`src/rtl/imem_boot_loader_pkg.sv`:
```
// Shared definitions for the instruction-memory boot loader.
package imem_boot_loader_pkg;

  localparam logic [7:0] SYNC_BYTE = 8'hA5;
  localparam int         HDR_W     = 16;

  typedef enum logic [2:0] {
    IDLE   = 3'd0,
    CNT_HI = 3'd1,
    CNT_LO = 3'd2,
    DATA   = 3'd3,
    CSUM   = 3'd4,
    RUN    = 3'd5
  } state_t;

endpackage

```
`src/rtl/imem_boot_loader_boot_word_packer.sv`:
```
// Packs a big-endian byte stream into 32-bit words and flags each completed word.
module boot_word_packer (
  input  logic        clk,
  input  logic        reset,
  input  logic        clear,
  input  logic        byte_valid,
  input  logic [7:0]  byte_in,
  output logic [31:0] word,
  output logic        word_ready,
  output logic        word_done
);

  logic [1:0] byte_cnt;

  // The byte being accepted now completes a word.
  assign word_done = byte_valid && (byte_cnt == 2'd3);

  // Shift bytes in MSB-first; word_ready pulses the cycle after the 4th byte.
  always_ff @(posedge clk or posedge reset) begin
    if (reset) begin
      byte_cnt   <= 2'd0;
      word       <= 32'd0;
      word_ready <= 1'b0;
    end else begin
      word_ready <= word_done && !clear;
      if (clear) begin
        byte_cnt <= 2'd0;
      end else if (byte_valid) begin
        word     <= {word[23:0], byte_in};
        byte_cnt <= byte_cnt + 2'd1;
      end
    end
  end

endmodule

```
`src/rtl/imem_boot_loader.sv`:
```
// Receives a framed program image, writes it into instruction memory and
// holds the core in reset until a frame with a good checksum has been loaded.
module imem_boot_loader #(
  parameter int         ADDR_WIDTH = 8,
  parameter logic [7:0] SYNC_BYTE  = imem_boot_loader_pkg::SYNC_BYTE
) (
  input  logic                  clk,
  input  logic                  reset,
  input  logic [7:0]            rx_data,
  input  logic                  rx_valid,
  output logic                  rx_ready,
  input  logic                  reload,
  output logic                  imem_we,
  output logic [ADDR_WIDTH-1:0] imem_addr,
  output logic [31:0]           imem_wdata,
  output logic                  core_reset,
  output logic                  load_done,
  output logic                  load_error,
  output logic [ADDR_WIDTH:0]   words_loaded
);

  import imem_boot_loader_pkg::*;

  localparam int             MAX_WORDS = 2 ** ADDR_WIDTH;
  localparam logic [HDR_W:0] MAX_N     = (HDR_W + 1)'(MAX_WORDS);

  state_t              state;
  logic [7:0]          cnt_hi;
  logic [HDR_W-1:0]    n_words;
  logic [HDR_W-1:0]    n_full;
  logic [7:0]          csum;
  logic [ADDR_WIDTH:0] word_idx;
  logic                transfer;
  logic                sync_hit;
  logic                data_byte;
  logic                word_done;

  assign rx_ready  = (state != RUN);
  assign transfer  = rx_valid && rx_ready;
  assign sync_hit  = transfer && (state == IDLE) && (rx_data == SYNC_BYTE);
  assign data_byte = transfer && (state == DATA);
  assign n_full    = {cnt_hi, rx_data};
  // The write address is the count of words already written in this frame.
  assign imem_addr = words_loaded[ADDR_WIDTH-1:0];

  boot_word_packer u_packer (
    .clk        (clk),
    .reset      (reset),
    .clear      (sync_hit),
    .byte_valid (data_byte),
    .byte_in    (rx_data),
    .word       (imem_wdata),
    .word_ready (imem_we),
    .word_done  (word_done)
  );

  // Frame parser, checksum, word counting and core reset control.
  always_ff @(posedge clk or posedge reset) begin
    if (reset) begin
      state        <= IDLE;
      cnt_hi       <= 8'd0;
      n_words      <= '0;
      csum         <= 8'd0;
      word_idx     <= '0;
      words_loaded <= '0;
      core_reset   <= 1'b1;
      load_done    <= 1'b0;
      load_error   <= 1'b0;
    end else begin
      if (imem_we)
        words_loaded <= words_loaded + (ADDR_WIDTH + 1)'(1);
      case (state)
        IDLE: begin
          if (sync_hit) begin
            state        <= CNT_HI;
            load_error   <= 1'b0;
            words_loaded <= '0;
            csum         <= 8'd0;
            word_idx     <= '0;
          end
        end
        CNT_HI: begin
          if (transfer) begin
            cnt_hi <= rx_data;
            state  <= CNT_LO;
          end
        end
        CNT_LO: begin
          if (transfer) begin
            n_words <= n_full;
            if ({1'b0, n_full} > MAX_N) begin
              load_error <= 1'b1;
              state      <= IDLE;
            end else if (n_full == '0) begin
              state <= CSUM;
            end else begin
              state <= DATA;
            end
          end
        end
        DATA: begin
          if (transfer) begin
            csum <= csum ^ rx_data;
            if (word_done) begin
              word_idx <= word_idx + (ADDR_WIDTH + 1)'(1);
              if (HDR_W'(word_idx) + HDR_W'(1) == n_words)
                state <= CSUM;
            end
          end
        end
        CSUM: begin
          if (transfer) begin
            if (rx_data == csum) begin
              state      <= RUN;
              core_reset <= 1'b0;
              load_done  <= 1'b1;
            end else begin
              load_error <= 1'b1;
              state      <= IDLE;
            end
          end
        end
        RUN: begin
          if (reload) begin
            core_reset <= 1'b1;
            load_done  <= 1'b0;
            state      <= IDLE;
          end
        end
        default: state <= IDLE;
      endcase
    end
  end

endmodule
```
`config.mk`:
```
export PLATFORM = sky130hd
export DESIGN_NAME = imem_boot_loader
export DESIGN_NICKNAME = d
export VERILOG_FILES = /design/src/rtl/imem_boot_loader_pkg.sv /design/src/rtl/imem_boot_loader_boot_word_packer.sv /design/src/rtl/imem_boot_loader.sv
export SDC_FILE = /design/constraint.sdc
export NUM_CORES = 1
export LEC_CHECK = 0
export ABC_AREA = 0
export CAP_MARGIN = 10
export CORE_MARGIN = 4
export CORE_UTILIZATION = 50
export CTS_CLUSTER_SIZE = 28
export DETAILED_ROUTE_END_ITERATION = 8
export PLACE_DENSITY = 0.74
export SYNTH_ARGS = -nofsm -noshare
export SYNTH_HDL_FRONTEND = slang
export SYNTH_HIERARCHICAL = 1
export SYNTH_SLANG_ARGS = --single-unit
```
`constraint.sdc`:
```
create_clock -name clk -period 8 [get_ports clk]
set_clock_uncertainty 0.15 [all_clocks]
set_input_delay 1.6 -clock clk [delete_from_list [all_inputs] [get_ports clk]]
set_output_delay 1.6 -clock clk [all_outputs]
set_load 0.01 [all_outputs]
```
==> results_dict.tcl, run 1 <==
set metrics [dict create \
    status "finished, final reports clean" \
    grt_max_degree 57 \
    fp.dieW_um 103 \
    crit_chain "clkdlybuf4s50_1, or4_4, or4_4, inv_2, nand2b_2, mux2_2" \
    reg2reg_depth 11 \
    synth_top_area_share_pct 50.3 \
    synthCells 370 \
    firstDrtPassIters 4 \
    finalCritPeriodShare_pct 59.5 \
    p_leak_uw 0.00235 \
    drive_gt1_share_pct 20.8 \
    syn_to_final_growth_pct 18.8 \
    cp_max_fo 33 \
    rsz0062_at_grt "false" \
    diodes 0 \
    cts_resized 0 \
    worstSetupPathType "in -> reg" \
    min_to "core_reset$_DFFE_PP1P_" \
    io_buffer_count 65 \
    dieArea_sq_mm 0.0105 \
    yosys.area_share.simple_pct 12.8 \
    worstPathArrival_ns 4.88 \
    reg2reg_slack_ns 4.05 \
    synth_warnings 6 \
    cts.root.buffer_cell "clkbuf_8" \
    setup-tns-final_ns 0 \
    yosysMostFrequentCell "dfrtp_1" \
    grt.total_usage_pct 19.0 \
    p_per_area_mw_per_mm2 381 \
    cts.sinks 91 \
    clock.fmax_mhz 210 \
    wl_per_cell_um 17.4 \
    r2r-end "state[0]$_DFFE_PP0P_" \
    viasPerCell 5.72 \
    multi_input_area_sq_mm 0.00200 \
    critPathSlowestCell "nand2b_2" \
    cts_hold_buf 0 \
    fillers 690 \
    wirelength_mm 9.42 \
    hold_class "reg -> reg" \
    min_period_ns 4.76 \
    cts.htree.levels 3 \
    path_clk_slew_ns 0.11 \
    synth_area_sq_mm 0.00448 \
    place.gp.congestion 0.896 \
    setup_viol 0 \
    cts_tree "yes" \
    cpPeakStageDelay_ns 0.89 \
    setup_ws_ns 3.24 \
    cts_buffer_depth 2 \
    post-place-ws_ns 2.82 \
    synth.distinct_cells 51 \
    tightest_slew_ns 1.11 \
    clkLatencyLatePin_ns 0.38 \
    ys_top_cells_by_area "dfrtp_1, mux2_4, mux2_2" \
    drtIter0Drc 103 \
    holdPathStages 2 \
    slew_headroom_pct 26.2 \
    seq_area_frac_synth_pct 50.8 \
    start_kind "primary input" \
    core_area_sq_mm 0.00872 \
    hold_viol 0 \
    cap_violations 0 \
    post_cts_buffers 0 \
    synth.avg_cell_area_sq_um 12.1 \
    regArea_sq_mm 0.00228 \
    pin_count 66 \
    synthXorXnorAreaFrac_pct 5.78 \
    synthArstFlopShare_pct 100 \
    drv_slew 0 \
    synth_commonest_cells "dfrtp_1, mux2_4, mux2_2" \
    required_ns 8.12 \
    dp_hpwl_mm 6.56 \
    grt-ovfl-total 0 \
    holdWs_ns 0.339 \
    muxShareOfSynthArea_pct 16.9 \
    syn-num-nets 385 \
    synthAdderAreaFrac_pct 0.838 \
    num_vias 3095 \
    num-nets-final 443 \
    row_count 34 \
    antenna_left 0 \
    end_kind "flip-flop" \
    synth_edf_count 0 \
    antenna_found_initial 0 \
    initial_utilization_pct 51.4 \
    hold_start "core_reset$_DFFE_PP1P_" \
    synth_flop_cell "dfrtp_1" \
    crit_top_cell "or4_4" \
    r2r_start "state[0]$_DFFE_PP0P_" \
    yosys.area.top_type "dfrtp_1" \
    die_h_um 103 \
    drc_errors 0 \
    synth_top_family_by_area "multiplexers" \
    synth_compound_area_share_pct 8.10 \
    grt_pass1_vias 3095 \
    cts_buffers 9 \
    irDropWorstVdd_mv 0.149 \
    ys_ff_latch 91 \
    grt_pass1_wl_mm 15.6 \
]
[per-stage QoR]
step | cells | util, % | cell area (sq um) | total power [uW]
6_report | 541 | 61.1 | 5330 | 2030
5_1_grt | 541 | 61.1 | 5330 | 2160
4_1_cts | 540 | 61.0 | 5320 | 2040
3_5_place_dp | 524 | 58.7 | 5120 | 1730
3_3_place_gp | 524 | 58.7 | 5120 | 1700
2_1_floorplan | 370 | - | 4480 | 1390
[cells in the final DEF (no fill, tap or decap), types with 3 or more instances in the layout]
| cell | count |
|---|---|
| o21ai_0 | 24 |
| inv_8 | 3 |
| o31ai_1 | 6 |
| nand2_1 | 20 |
| nor2_1 | 22 |
| xor2_1 | 15 |
| mux2_2 | 27 |
| xnor2_1 | 12 |
| inv_1 | 7 |
| dfrtp_1 | 90 |
| clkdlybuf4s50_1 | 65 |
| nand3_1 | 13 |
| nor3b_1 | 9 |
| nor4_1 | 5 |
| a21oi_1 | 6 |
| nand4_1 | 9 |
| clkbuf_8 | 9 |
| buf_4 | 3 |
| ha_1 | 3 |
| mux2_4 | 29 |
| a21o_1 | 8 |
[critical path: cells and delay by family]
| kind | cells | cell delay (ns) |
|---|---|---|
| AND/OR/NAND/NOR | 3 | 2.10 |
| multiplexers | 1 | 0.43 |
| buffers and inverters | 2 | 0.74 |
[how the worst max path moves through the flow]
stage	endpoint	depth (start not counted)	slack [ns]	from
after global placement	u_packer/word[26]$_DFFE_PP0P_	6	2.89	rx_data[1]
after CTS	u_packer/word[25]$_DFFE_PP0P_	6	3.23	rx_data[1]
after global routing	u_packer/word[28]$_DFFE_PP0P_	6	3.09	rx_data[1]
final	u_packer/word[25]$_DFFE_PP0P_	6	3.24	rx_data[1]
after detailed placement	u_packer/word[25]$_DFFE_PP0P_	6	2.82	rx_data[1]
after floorplan	u_packer/word[10]$_DFFE_PP0P_	8	4.11	rx_data[1]
[kinds of logic after synthesis]
logic type,Yosys count
AOI/OAI and AO/OA,55
xor gates and xnor gates,28
adders and majority gates,3
buffers and inverters,31
DFF,91
and+or+nand+nor,104
muxes,58
[sequential cells by signal (all words and copies together) (netlist names)]
register and cells:
load_error 1, n_words 16, core_reset 1, state 3, cnt_hi 8, csum 8
word_idx 9, words_loaded 9, u_packer/word 32, u_packer/word_ready 1, load_done 1, u_packer/byte_cnt 2
[metal layers]
metal | GRT usage, % | part of all wire, %
met5 | 0 | 0
met4 | 6.16 | 1.4
met3 | 3.99 | 4.2
met2 | 31.4 | 49
met1 | 25.2 | 46
[power by group]
group,internal [uW],switching [uW],leakage (uW),total (uW)
clock,124,189,0.000103,313
combinational,536,333,0.00115,869
sequential,659,187,0.00110,846
total,1320,708,0.00235,2030
[layout make-up]
| class | count | area share [%] |
|---|---|---|
| multi-input cells | 248 | 37.6 |
| clock buffers | 9 | 2.33 |
| clock inverters | 7 | 1.43 |
| well taps | 108 | 2.54 |
| inverters | 9 | 0.634 |
| repair buffers | 69 | 12.7 |
| flip-flops and latches | 91 | 42.8 |
Power figures use the tool's default switching activity.
==> run 2, diff against run 1 <==
--- a/config.mk
+++ b/config.mk
@@ -8,10 +8,10 @@
 export ABC_AREA = 0
 export CAP_MARGIN = 10
 export CORE_MARGIN = 4
-export CORE_UTILIZATION = 50
+export CORE_UTILIZATION = 49
 export CTS_CLUSTER_SIZE = 28
 export DETAILED_ROUTE_END_ITERATION = 8
-export PLACE_DENSITY = 0.74
+export PLACE_DENSITY = 0.76
 export SYNTH_ARGS = -nofsm -noshare
 export SYNTH_HDL_FRONTEND = slang
 export SYNTH_HIERARCHICAL = 1
==> constraint.sdc (replaced) <==
create_clock -name clk -period 4.2 [get_ports clk]
set_clock_uncertainty 0.15 [all_clocks]
set_input_delay 0.84 -clock clk [delete_from_list [all_inputs] [get_ports clk]]
set_output_delay 0.84 -clock clk [all_outputs]
set_load 0.01 [all_outputs]
==> results_dict.tcl, run 2 (synthesis gave the netlist of run 1 again) <==
set metrics [dict create \
    status "finished, final reports clean" \
    comb_power_share_pct 43.8 \
    r2r-end "state[0]$_DFFE_PP0P_" \
    reg2reg_depth 12 \
    fin_util_pct 61.8 \
    regArea_sq_mm 0.00228 \
    cts_resized 0 \
    critPathTopFamily "simple AND/OR/NAND/NOR gates" \
    required_ns 4.30 \
    io_buffer_count 65 \
    slew_headroom_pct 51.2 \
    end_kind "flip-flop" \
    initial_utilization_pct 50.9 \
    cpPeakStageDelay_ns 0.62 \
    path_clk_slew_ns 0.10 \
    row_count 34 \
    crit_chain "clkdlybuf4s50_1, or4_4, or4_4, inv_2, nand2b_2, buf_12, mux2_4" \
    cts.root.buffer_cell "clkbuf_8" \
    drv_slew 0 \
    p_per_area_mw_per_mm2 722 \
    num_vias 3151 \
    finalPower_uw 3930 \
    seq_power_share_pct 41.0 \
    reg_top3 "u_packer/word x32, n_words x16" \
    place.gp.congestion 0.870 \
    cts_tree "yes" \
    antenna_left 0 \
    start_kind "primary input" \
    grt_pass1_wl_mm 17.0 \
    pin_count 66 \
    cap_violations 0 \
    p_clk_share_pct 15.3 \
    setup-tns-final_ns 0 \
    place_inst 538 \
    cts.sinks 91 \
    critPathSlowestCell "or4_4" \
    grt_max_degree 36 \
    grt-ovfl-total 0 \
    stdcell_area_sq_mm 0.00545 \
    min_period_ns 3.41 \
    num-nets-final 456 \
    final_cells 554 \
    dp_hpwl_mm 7.12 \
    grt_pass1_vias 3272 \
    intPower_uw 2540 \
    dieArea_sq_mm 0.0107 \
    setup_viol 0 \
    wirelength_mm 9.90 \
    grt.total_usage_pct 19.4 \
    final_common_cell "dfrtp_1" \
    fp.dieW_um 104 \
    diodes 0 \
    min_to "core_reset$_DFFE_PP1P_" \
    cp_max_fo 21 \
    firstDrtPassIters 5 \
    cts.htree.levels 3 \
    viasPerCell 5.69 \
    wl_per_cell_um 17.9 \
    clock.fmax_mhz 293 \
    rsz0062_at_grt "false" \
    post_dp_cell_area_sq_mm 0.00524 \
    multi_input_area_sq_mm 0.00200 \
    worstPathArrival_ns 3.51 \
    r2r_start "state[1]$_DFFE_PP0P_" \
    core_area_sq_mm 0.00881 \
    p_leak_uw 0.00242 \
    tightest_slew_ns 0.730 \
    clkLatencyLatePin_ns 0.36 \
    largest_reg_flops 32 \
    p_sw_uw 1390 \
    layout_common_cells "dfrtp_1, clkdlybuf4s50_1, mux2_4" \
    cts_hold_buf 0 \
    reg2reg_slack_ns 0.85 \
    irDropWorstVdd_mv 0.313 \
    hold_start "core_reset$_DFFE_PP1P_" \
    drive_gt1_share_pct 23.1 \
    hold_viol 0 \
    die_h_um 104 \
    power_switching_share_pct 35.3 \
    fillers 694 \
    cts_buffers 9 \
    max_flop_register "u_packer/word" \
    holdPathStages 2 \
    post_cts_buffers 0 \
    syn_to_final_growth_pct 21.5 \
    worstSetupPathType "in -> reg" \
    cts_buffer_depth 2 \
    hold_class "reg -> reg" \
    drc_errors 0 \
    antenna_found_initial 0 \
    finalCritPeriodShare_pct 81.2 \
    drtIter0Drc 183 \
    crit_top_cell "or4_4" \
    critPathBufInv 3 \
]
run 2: tightest hold or removal path, delay by kind of cell (launching register included):
kind	cells	cell delay, ns
buffers and inverters	1	0.04
DFF	1	0.38
AOI/OAI and AO/OA	1	0.07
run 2: per-layer routing:
| layer | share of wire, % | up-vias | global-route usage [%] |
|---|---|---|---|
| met5 | 0 | - | 0 |
| met4 | 1.1 | 0 | 5.13 |
| met3 | 4.6 | 10 | 4.35 |
| met2 | 52 | 87 | 33.0 |
| met1 | 43 | 1604 | 25.1 |
| li1 | - | 1450 | - |
run 2: worst max-delay path by stage:
stage | from | to | slack (ns) | cells after the start
after global routing | state[1]$_DFFE_PP0P_ | state[0]$_DFFE_PP0P_ | 0.64 | 12
after CTS | rx_data[4] | u_packer/word[27]$_DFFE_PP0P_ | 0.80 | 7
after detailed placement | rx_data[4] | u_packer/word[27]$_DFFE_PP0P_ | 0.42 | 7
after global placement | rx_data[4] | u_packer/word[16]$_DFFE_PP0P_ | 0.48 | 7
final | rx_data[4] | u_packer/word[0]$_DFFE_PP0P_ | 0.79 | 7
after floorplan | state[0]$_DFFE_PP0P_ | state[0]$_DFFE_PP0P_ | 1.03 | 12
run 2: per-stage QoR:
stage / worst slack [ns] / hold slack, ns
detailed placement: 0.418 / 0.324
finish: 0.790 / 0.337
CTS: 0.803 / 0.341
global route: 0.644 / 0.363
floorplan: 1.03 / 0.323
global placement: 0.477 / 0.323
run 2: area by class of cell:
type | instances | share of cell area, %
timing repair buffer | 82 | 14.5
sequential | 91 | 41.8
clock inverter | 7 | 1.52
clock buffer | 9 | 2.27
multi-input combinational | 248 | 36.7
tap | 108 | 2.48
inverter | 9 | 0.620
run 2: power groups by stage:
stage	Sequential [uW]	Combinational [uW]	Clock (uW)
after floorplan	1600	1040	0
after global placement	1600	1680	0
after detailed placement	1630	1730	0
after CTS	1620	1740	619
after global routing	1670	1850	666
final	1610	1720	600
==> run 3, diff against run 2 <==
==> constraint.sdc (replaced) <==
create_clock -name clk -period 2.8 [get_ports clk]
set_clock_uncertainty 0.15 [all_clocks]
set_input_delay 0.56 -clock clk [delete_from_list [all_inputs] [get_ports clk]]
set_output_delay 0.56 -clock clk [all_outputs]
set_load 0.01 [all_outputs]
==> results_dict.tcl, run 3 (synthesis gave the netlist of run 1 again) <==
set metrics [dict create \
    num_vias 3205 \
    worstSetupStartpoint "rx_data[3]" \
    place.gp.congestion 0.827 \
    cts_buffers 9 \
    cts_buffer_depth 2 \
    worstSetupPathType "in -> reg" \
    grt_pass1_wl_mm 16.5 \
    layout_common_cells "dfrtp_1, clkdlybuf4s50_1, mux2_4" \
    reg2reg_slack_ns 0.10 \
    die_h_um 104 \
    core_area_sq_mm 0.00881 \
    hold_start "load_done$_DFFE_PP0P_" \
    worstPathArrival_ns 2.86 \
    end_kind "flip-flop" \
    viasPerCell 5.64 \
    r2r_start "state[1]$_DFFE_PP0P_" \
    fillers 665 \
    row_count 34 \
    io_buffer_count 65 \
    holdPathStages 1 \
    setup_viol 0 \
    firstDrtPassIters 5 \
    cap_violations 0 \
    drv_slew 0 \
    irDropWorstVdd_mv 0.549 \
    multi_input_area_sq_mm 0.00206 \
    min_to "load_done$_DFFE_PP0P_" \
    p_per_area_mw_per_mm2 1060 \
    rsz0062_at_grt "false" \
    fin_util_pct 63.9 \
    diodes 0 \
    cts_tree "yes" \
    wl_met2_mm 5.14 \
    antenna_left 0 \
    hold_viol 0 \
    drive_gt1_share_pct 27.4 \
    drc_errors 0 \
    syn_to_final_growth_pct 25.6 \
    setup-tns-final_ns 0 \
    post_cts_buffers 0 \
    num-nets-final 470 \
    clock.fmax_mhz 364 \
    finalCritPeriodShare_pct 98.1 \
    r2r-end "state[0]$_DFFE_PP0P_" \
    post-place-ws_ns -0.682 \
    setup_ws_ns 0.0541 \
    clkLatencyLatePin_ns 0.37 \
    dp_hpwl_mm 7.28 \
    slew_headroom_pct 52.2 \
    wirelength_mm 10.1 \
    reg_top3 "u_packer/word x32, n_words x16" \
    wl_met1_mm 4.39 \
    pin_count 66 \
    place_inst 552 \
    required_ns 2.91 \
    drtIter0Drc 157 \
    grt-ovfl-total 0 \
    cts.htree.levels 3 \
    initial_utilization_pct 50.9 \
    stdcell_area_sq_mm 0.00563 \
    final_cells 568 \
    post_dp_cell_area_sq_mm 0.00540 \
    status "finished, final reports clean" \
    path_clk_slew_ns 0.10 \
    grt_max_degree 36 \
    antenna_found_initial 0 \
    final_common_cell "dfrtp_1" \
    start_kind "primary input" \
    cts.sinks 91 \
    tightest_slew_ns 0.715 \
    dieArea_sq_mm 0.0107 \
    cp_max_fo 6 \
    cts.root.buffer_cell "clkbuf_8" \
    largest_reg_flops 32 \
    max_flop_register "u_packer/word" \
    wl_per_cell_um 17.7 \
    grt_pass1_vias 3246 \
    hold_class "reg -> reg" \
    highest_layer "met4" \
    min_period_ns 2.75 \
    fp.dieW_um 104 \
    grt.total_usage_pct 19.1 \
    regArea_sq_mm 0.00228 \
    p_leak_uw 0.00252 \
    reg2reg_depth 11 \
    dr_wl_met3_um 431 \
]
==> run 3: cell types whose count changed in the layout (fill, tap and decap cells not counted), sizes merged <==
cell and delta:
clkinv +2, clkinvlp -1, inv -1, clkdlybuf4s50 -1
dlygate4sd2 +1, buf +14
==> run 3: critical path, cell delays in order <==
cell             delay, ns
clkdlybuf4s50_1       0.45
or4_4                 0.53
or4_4                 0.52
buf_4                 0.19
a21oi_4               0.14
nand2_2               0.13
o41ai_2               0.33
==> run 3: how the worst max path moves through the flow <==
stage	end	cells after the start
after floorplan	state[0]$_DFFE_PP0P_	12
after global placement	state[0]$_DFFE_PP0P_	10
after detailed placement	state[0]$_DFFE_PP0P_	10
after CTS	state[0]$_DFFE_PP0P_	11
after global routing	word_idx[5]$_DFFE_PP0P_	7
final	word_idx[8]$_DFFE_PP0P_	7
==> run 3: metal layers <==
metal	vias to the layer above	track usage, %
met3	11	4.23
li1	1486	-
met5	-	0
met2	94	32.9
met1	1614	24.3
met4	0	5.03
==> run 3: per-stage QoR <==
stage	hold slack (ns)	total power, uW
after floorplan	0.323	4010
after global placement	0.322	5030
after detailed placement	0.341	5130
after CTS	0.363	6010
after global routing	0.390	6340
final	0.358	5980
==> run 3: power by group <==
group,switching (uW),leakage (uW),internal [uW],total [uW]
Clock,520,0.0000991,347,867
Combinational,1070,0.00131,1650,2720
Sequential,510,0.00110,1890,2400
Total,2100,0.00252,3880,5980
==> run 3: timing repair <==
action                                  4_1_cts  5_1_grt
endpoints found under the setup margin       38        9
pin swaps                                     4        6
cloned                                        0        0
gates resized for setup                       5        5
hold buffers                                  0        0
==> run 3: cell type report <==
cell class | count | share of cell area, %
clock buffers | 9 | 2.20
clock inverters | 7 | 1.27
inverters | 9 | 0.733
multi-input cells | 248 | 36.6
flip-flops and latches | 91 | 40.5
well taps | 108 | 2.40
repair buffers | 96 | 16.3
